<file path="config.mk">
export PLATFORM = sky130hd
export DESIGN_NAME = softex_tcdm_splitter
export DESIGN_NICKNAME = d
export VERILOG_FILES = /design/src/rtl/softex_tcdm_splitter.sv
export SDC_FILE = /design/constraint.sdc
export NUM_CORES = 1
export LEC_CHECK = 0
export BUFFER_PORTS_ARGS = -buffer_cell sky130_fd_sc_hd__buf_2
export CAP_MARGIN = 20
export CORE_AREA = 2 2 300 302
export DETAILED_ROUTE_END_ITERATION = 7
export DIE_AREA = 0 0 302 304
export GPL_TIMING_DRIVEN = 0
export SLEW_MARGIN = 10
export SYNTH_ARGS = -nofsm -noshare
export SYNTH_HDL_FRONTEND = slang
export SYNTH_SLANG_ARGS = --single-unit
export TNS_END_PERCENT = 20
</file>
<file path="constraint.sdc">
create_clock -name clk_i -period 4.8 [get_ports clk_i]
set_input_delay 0.72 -clock clk_i [delete_from_list [all_inputs] [get_ports clk_i]]
set_output_delay 0.72 -clock clk_i [all_outputs]
set_load 0.02 [all_outputs]
</file>
<file path="src/rtl/softex_tcdm_splitter.sv">
// softex_tcdm_splitter
// Sits between one wide HCI TCDM master and MP independent 32-bit TCDM bank
// ports. Each narrow port is granted on its own schedule and its response is
// parked in a per-lane slot. The wide grant pulses once every port has
// granted. The wide response presents all slots together once every port
// has responded. At most one wide transaction is in flight.
//
// Ports
//   clk_i, rst_ni          clock, asynchronous active-low reset
//   wide_req_i/gnt_o       wide request / one-cycle wide grant
//   wide_add/wen/be/data/id_i  wide request fields (wen: 1 = read)
//   wide_r_valid_o/ready_i wide response handshake
//   wide_r_data/id_o       reassembled response data and ID
//   tcdm_req_o/gnt_i       per-port request / grant
//   tcdm_add/wen/be/data/id_o  per-port request fields, lane i at [i]
//   tcdm_r_valid_i/ready_o per-port response handshake
//   tcdm_r_data_i          per-port response data, lane i at [32i+:32]
module softex_tcdm_splitter #(
   parameter int unsigned DW = 128,
   parameter int unsigned MP = DW / 32,
   parameter int unsigned IW = 8
) (
   input  logic               clk_i,
   input  logic               rst_ni,
   input  logic               wide_req_i,
   output logic               wide_gnt_o,
   input  logic [31:0]        wide_add_i,
   input  logic               wide_wen_i,
   input  logic [DW/8-1:0]    wide_be_i,
   input  logic [DW-1:0]      wide_data_i,
   input  logic [IW-1:0]      wide_id_i,
   output logic               wide_r_valid_o,
   input  logic               wide_r_ready_i,
   output logic [DW-1:0]      wide_r_data_o,
   output logic [IW-1:0]      wide_r_id_o,
   output logic [MP-1:0]      tcdm_req_o,
   input  logic [MP-1:0]      tcdm_gnt_i,
   output logic [MP*32-1:0]   tcdm_add_o,
   output logic [MP-1:0]      tcdm_wen_o,
   output logic [MP*4-1:0]    tcdm_be_o,
   output logic [MP*32-1:0]   tcdm_data_o,
   output logic [MP*IW-1:0]   tcdm_id_o,
   output logic [MP-1:0]      tcdm_r_ready_o,
   input  logic [MP-1:0]      tcdm_r_valid_i,
   input  logic [MP*32-1:0]   tcdm_r_data_i
);

   typedef enum logic [1:0] {IDLE, REQ, WAIT_RSP, RSP} state_e;

   state_e              state_q, state_d;
   logic [MP-1:0]       gmask_q, gmask_d;
   logic [MP-1:0]       rmask_q, rmask_d;
   logic [MP-1:0]       cap;
   logic                latch_en;

   logic [31:0]         add_q;
   logic                wen_q;
   logic [DW/8-1:0]     be_q;
   logic [DW-1:0]       data_q;
   logic [IW-1:0]       id_q;
   logic [DW-1:0]       slot_q;

   // Request fields: live inputs on the accepting IDLE cycle, latched copy otherwise.
   logic [31:0]         add_src;
   logic                wen_src;
   logic [DW/8-1:0]     be_src;
   logic [DW-1:0]       data_src;
   logic [IW-1:0]       id_src;

   assign latch_en = (state_q == IDLE) && wide_req_i;

   // State register
   always_ff @(posedge clk_i or negedge rst_ni) begin
      if (!rst_ni) begin
         state_q <= IDLE;
      end else begin
         state_q <= state_d;
      end
   end

   // Next-state and mask update logic
   always_comb begin
      state_d = state_q;
      gmask_d = gmask_q;
      // Responses are taken in REQ too: early-granted ports may answer first.
      cap     = tcdm_r_valid_i & ~rmask_q
                & {MP{(state_q == REQ) || (state_q == WAIT_RSP)}};
      rmask_d = rmask_q | cap;
      unique case (state_q)
         IDLE: begin
            if (wide_req_i) begin
               gmask_d = tcdm_gnt_i;
               state_d = (&tcdm_gnt_i) ? WAIT_RSP : REQ;
            end
         end
         REQ: begin
            gmask_d = gmask_q | tcdm_gnt_i;
            if (&gmask_d) state_d = WAIT_RSP;
         end
         WAIT_RSP: begin
            if (&rmask_d) state_d = RSP;
         end
         RSP: begin
            if (wide_r_ready_i) begin
               gmask_d = '0;
               rmask_d = '0;
               state_d = IDLE;
            end
         end
         default: state_d = IDLE;
      endcase
   end

   // Output logic
   always_comb begin
      wide_gnt_o     = 1'b0;
      wide_r_valid_o = 1'b0;
      tcdm_req_o     = '0;
      tcdm_r_ready_o = '0;
      unique case (state_q)
         IDLE: begin
            tcdm_req_o = {MP{wide_req_i}};
            wide_gnt_o = wide_req_i & (&tcdm_gnt_i);
         end
         REQ: begin
            tcdm_req_o     = ~gmask_q;
            wide_gnt_o     = &(gmask_q | tcdm_gnt_i);
            tcdm_r_ready_o = ~rmask_q;
         end
         WAIT_RSP: begin
            tcdm_r_ready_o = ~rmask_q;
         end
         RSP: begin
            wide_r_valid_o = 1'b1;
            tcdm_r_ready_o = ~rmask_q;
         end
         default: ;
      endcase

      add_src  = latch_en ? wide_add_i  : add_q;
      wen_src  = latch_en ? wide_wen_i  : wen_q;
      be_src   = latch_en ? wide_be_i   : be_q;
      data_src = latch_en ? wide_data_i : data_q;
      id_src   = latch_en ? wide_id_i   : id_q;

      tcdm_wen_o  = {MP{wen_src}};
      tcdm_be_o   = be_src;
      tcdm_data_o = data_src;
      tcdm_add_o  = '0;
      tcdm_id_o   = '0;
      for (int unsigned i = 0; i < MP; i++) begin
         tcdm_add_o[32*i +: 32] = add_src + 32'(4 * i);
         tcdm_id_o[IW*i +: IW]  = id_src;
      end
   end

   assign wide_r_data_o = slot_q;
   assign wide_r_id_o   = id_q;

   // Masks, request latch and response slots
   always_ff @(posedge clk_i or negedge rst_ni) begin
      if (!rst_ni) begin
         gmask_q <= '0;
         rmask_q <= '0;
         add_q   <= '0;
         wen_q   <= 1'b0;
         be_q    <= '0;
         data_q  <= '0;
         id_q    <= '0;
         slot_q  <= '0;
      end else begin
         gmask_q <= gmask_d;
         rmask_q <= rmask_d;
         if (latch_en) begin
            add_q  <= wide_add_i;
            wen_q  <= wide_wen_i;
            be_q   <= wide_be_i;
            data_q <= wide_data_i;
            id_q   <= wide_id_i;
         end
         for (int unsigned i = 0; i < MP; i++) begin
            if (cap[i]) slot_q[32*i +: 32] <= tcdm_r_data_i[32*i +: 32];
         end
      end
   end

   // A response on an already-filled lane, or with nothing outstanding, is dropped.
   assert property (@(posedge clk_i) disable iff (!rst_ni)
      (tcdm_r_valid_i & (rmask_q | {MP{state_q == IDLE}})) == '0)
      else $error("softex_tcdm_splitter: unexpected tcdm_r_valid_i");

endmodule

</file>
==> results_dict.tcl <==
set metrics [dict create \
    status "completed" \
    die_area_mm2 0.09181 \
    synth_edf_count 0 \
    end_kind "output port" \
    vias_per_cell 3.878 \
    critPathKind "reg2out" \
    grtUsageMet2 0.2250 \
    netlist_instances 1417 \
    grtUsageMet1 0.1729 \
    synthArstFlopShare 1.000 \
    ir_drop_mv 0.4828 \
    ys_top_cells_by_area "dfrtp_1, nand2_1, mux2_2" \
    clock_skew_ps 14.93 \
    grt_use_met3 0.04433 \
    hold_path_class "in2async" \
    die_w_um 302 \
    yosysWarnings 0 \
    arrival_ps 3950 \
    final_cells 3463 \
    hold_viol 0 \
    grt_max_degree 102 \
    drv_cap 0 \
    grt_antenna_before_repair 10 \
    htreeDepth 2 \
    rrSetupSlack_ps 1640 \
    clk_latency_ps 570 \
    design_area_mm2 0.02172 \
    fmax_mhz 214.2 \
    synth.most_common_cell "nand2_1" \
    fin_crit_ps 4670 \
    placed_area_mm2 0.02001 \
    gr-total-overflow 0 \
    avgRoutedWirePerCell_um 19.01 \
    start_util 0.1629 \
    grt_pass1_vias 13292 \
    drv_slew 0 \
    yosysTopAreaCell "dfrtp_1" \
    ant_nets 0 \
    critPathLaunchType "register" \
    p_per_area_mw_per_mm2 812.9 \
    ys_seq_elements 323 \
    vias 13431 \
    clock-sinks 323 \
    setup_viol 0 \
    p_total_mw 17.66 \
    rsz0062_at_grt "yes" \
    numCtsBuffers 39 \
    clk_path_buf_depth 3 \
    wirelength_mm 65.85 \
    drc_errors 0 \
    synth.cells.most_frequent "nand2_1, dfrtp_1, mux2_2" \
    drtIter0Drc 792 \
    synth_nets 1750 \
    final_nets 2589 \
    critPathMaxFanout 10 \
    hold_buffers 0 \
    yosysUniqueCellTypes 53 \
    die_h_um 304 \
    cts_tree "done" \
    grt_pass1_wl_mm 92.25 \
    rows 110 \
    portBuffers 777 \
    required_ps 4080 \
    syn_area_mm2 0.01450 \
    worstMarginPinSlew_ps 939.1 \
    power_leakage_nw 11.20 \
    drive_gt1_frac 0.4845 \
    place_congestion 0.8611 \
    fin_crit_sh 0.9728 \
    io_pins 779 \
    multi_input_area_mm2 0.005884 \
    clk_pin_slew_worst_paths_ps 60 \
    synth-main-ff-cell "dfrtp_1" \
    max_slew_margin 0.3720 \
    clockRootBuffer "clkbuf_16" \
    core_mm2 0.08905 \
    worst_hold_slack_ps 87.20 \
    drtPass1Iterations 6 \
    place_inst 3376 \
    seq_area_mm2 0.008084 \
    syn_avg_cell_area_um2 10.23 \
    nFillCells 9678 \
    hpwl_mm 53.10 \
    syn2layout_area_growth_pct 49.78 \
    seq_area_frac_synth 0.5573 \
    grt.total_usage 0.1378 \
    yosys.area.top_type_share 0.5573 \
    top_usage_layer "met2" \
]
-- logic make-up after synthesis --
family	Yosys count	synth area share
compound gates	65	0.03028
xor+xnor	77	0.04650
fa+ha+maj	8	0.006902
buf+inv	136	0.04900
flops	323	0.5573
mux	157	0.1200
simple gates	651	0.1900
-- per-layer routing --
metal / vias up / wire length (µm)
met5: - / 37
met3: 96 / 5706
met1: 6422 / 27780
met2: 623 / 30760
met4: 6 / 1556
li1: 6284 / -
-- placed cells by master (no fill, tap or decap), types with 11 or more instances in the layout --
| cell type | instances |
|---|---|
| a21oi_1 | 11 |
| o21ai_0 | 14 |
| dfrtp_1 | 322 |
| mux2_2 | 129 |
| clkbuf_16 | 39 |
| buf_2 | 796 |
| mux2i_1 | 25 |
| nor2_1 | 28 |
| xnor2_1 | 75 |
| nand2_1 | 523 |
| inv_1 | 31 |
| clkbuf_1 | 34 |
| buf_4 | 54 |
| nand4_1 | 30 |
-- critical path, stage by stage, from the launching register on --
cell     delay [ps]
dfrtp_1         420
inv_2            90
ha_4            180
buf_6           130
and2_4          180
buf_12          150
buf_12          160
buf_12          160
buf_16          150
buf_12          140
nand2_1          90
nand2_1          90
ha_4            230
a21oi_4         220
or2_1           140
buf_2           240
nor2_1           80
xnor2_1         260
buf_2           230
-- layout make-up --
class                      instances  area share
clock buffer                      54     0.05121
tap                             1176     0.06774
sequential                       323      0.3722
timing repair buffer             798      0.1923
buffer                            99     0.02961
inverter                          37    0.006566
multi-input combinational        958      0.2709
antenna                            4   0.0004608
clock inverter                    14    0.009101
-- what timing repair did --
item                                    in CTS  in global routing
resized for setup                           49                 11
buffers inserted                            13                  2
pin swaps                                    5                  4
endpoints found under the hold margin        0                  0
endpoints found under the setup margin     196                 29
-- state kept, by name, indices dropped and copies added (netlist names) --
register,flops
gmask_q,4
add_q,32
wide_r_id_o,8
state_q,2
wen_q,1
rmask_q,4
be_q,16
wide_r_data_o,128
data_q,128
-- stage by stage --
stage | worst slack [ps] | util | setup TNS [ps]
floorplan | 535.0 | - | 0
global placement | -3652 | 0.2231 | -1198210
detailed placement | -1049 | 0.2248 | -31380
CTS | 17.86 | 0.2433 | 0
global route | 0.3051 | 0.2439 | 0
finish | 130.4 | 0.2439 | 0
-- report_power, final --
group | internal [mW] | switching, mW | leakage (nW) | total (mW)
registers | 4.05 | 0.582 | 3.93 | 4.63
clock network | 1.79 | 1.24 | 0.636 | 3.03
logic | 3.33 | 6.67 | 6.63 | 10.0
total | 9.17 | 8.49 | 11.2 | 17.7
-- path summary, 6_finish.rpt --
kind | startpoint | end | cells past startpoint
max in group asynchronous | rst_ni | add_q[13] | 3
setup reg to reg | state_q[0] | data_q[85] | 13
hold / removal | rst_ni | wide_r_data_o[60] | 1
min in group clk_i | wide_data_i[0] | data_q[0] | 3
setup / recovery | state_q[0] | tcdm_add_o[117] | 18
hold reg to reg | data_q[86] | data_q[86] | 2
Power figures use the tool's default switching activity.
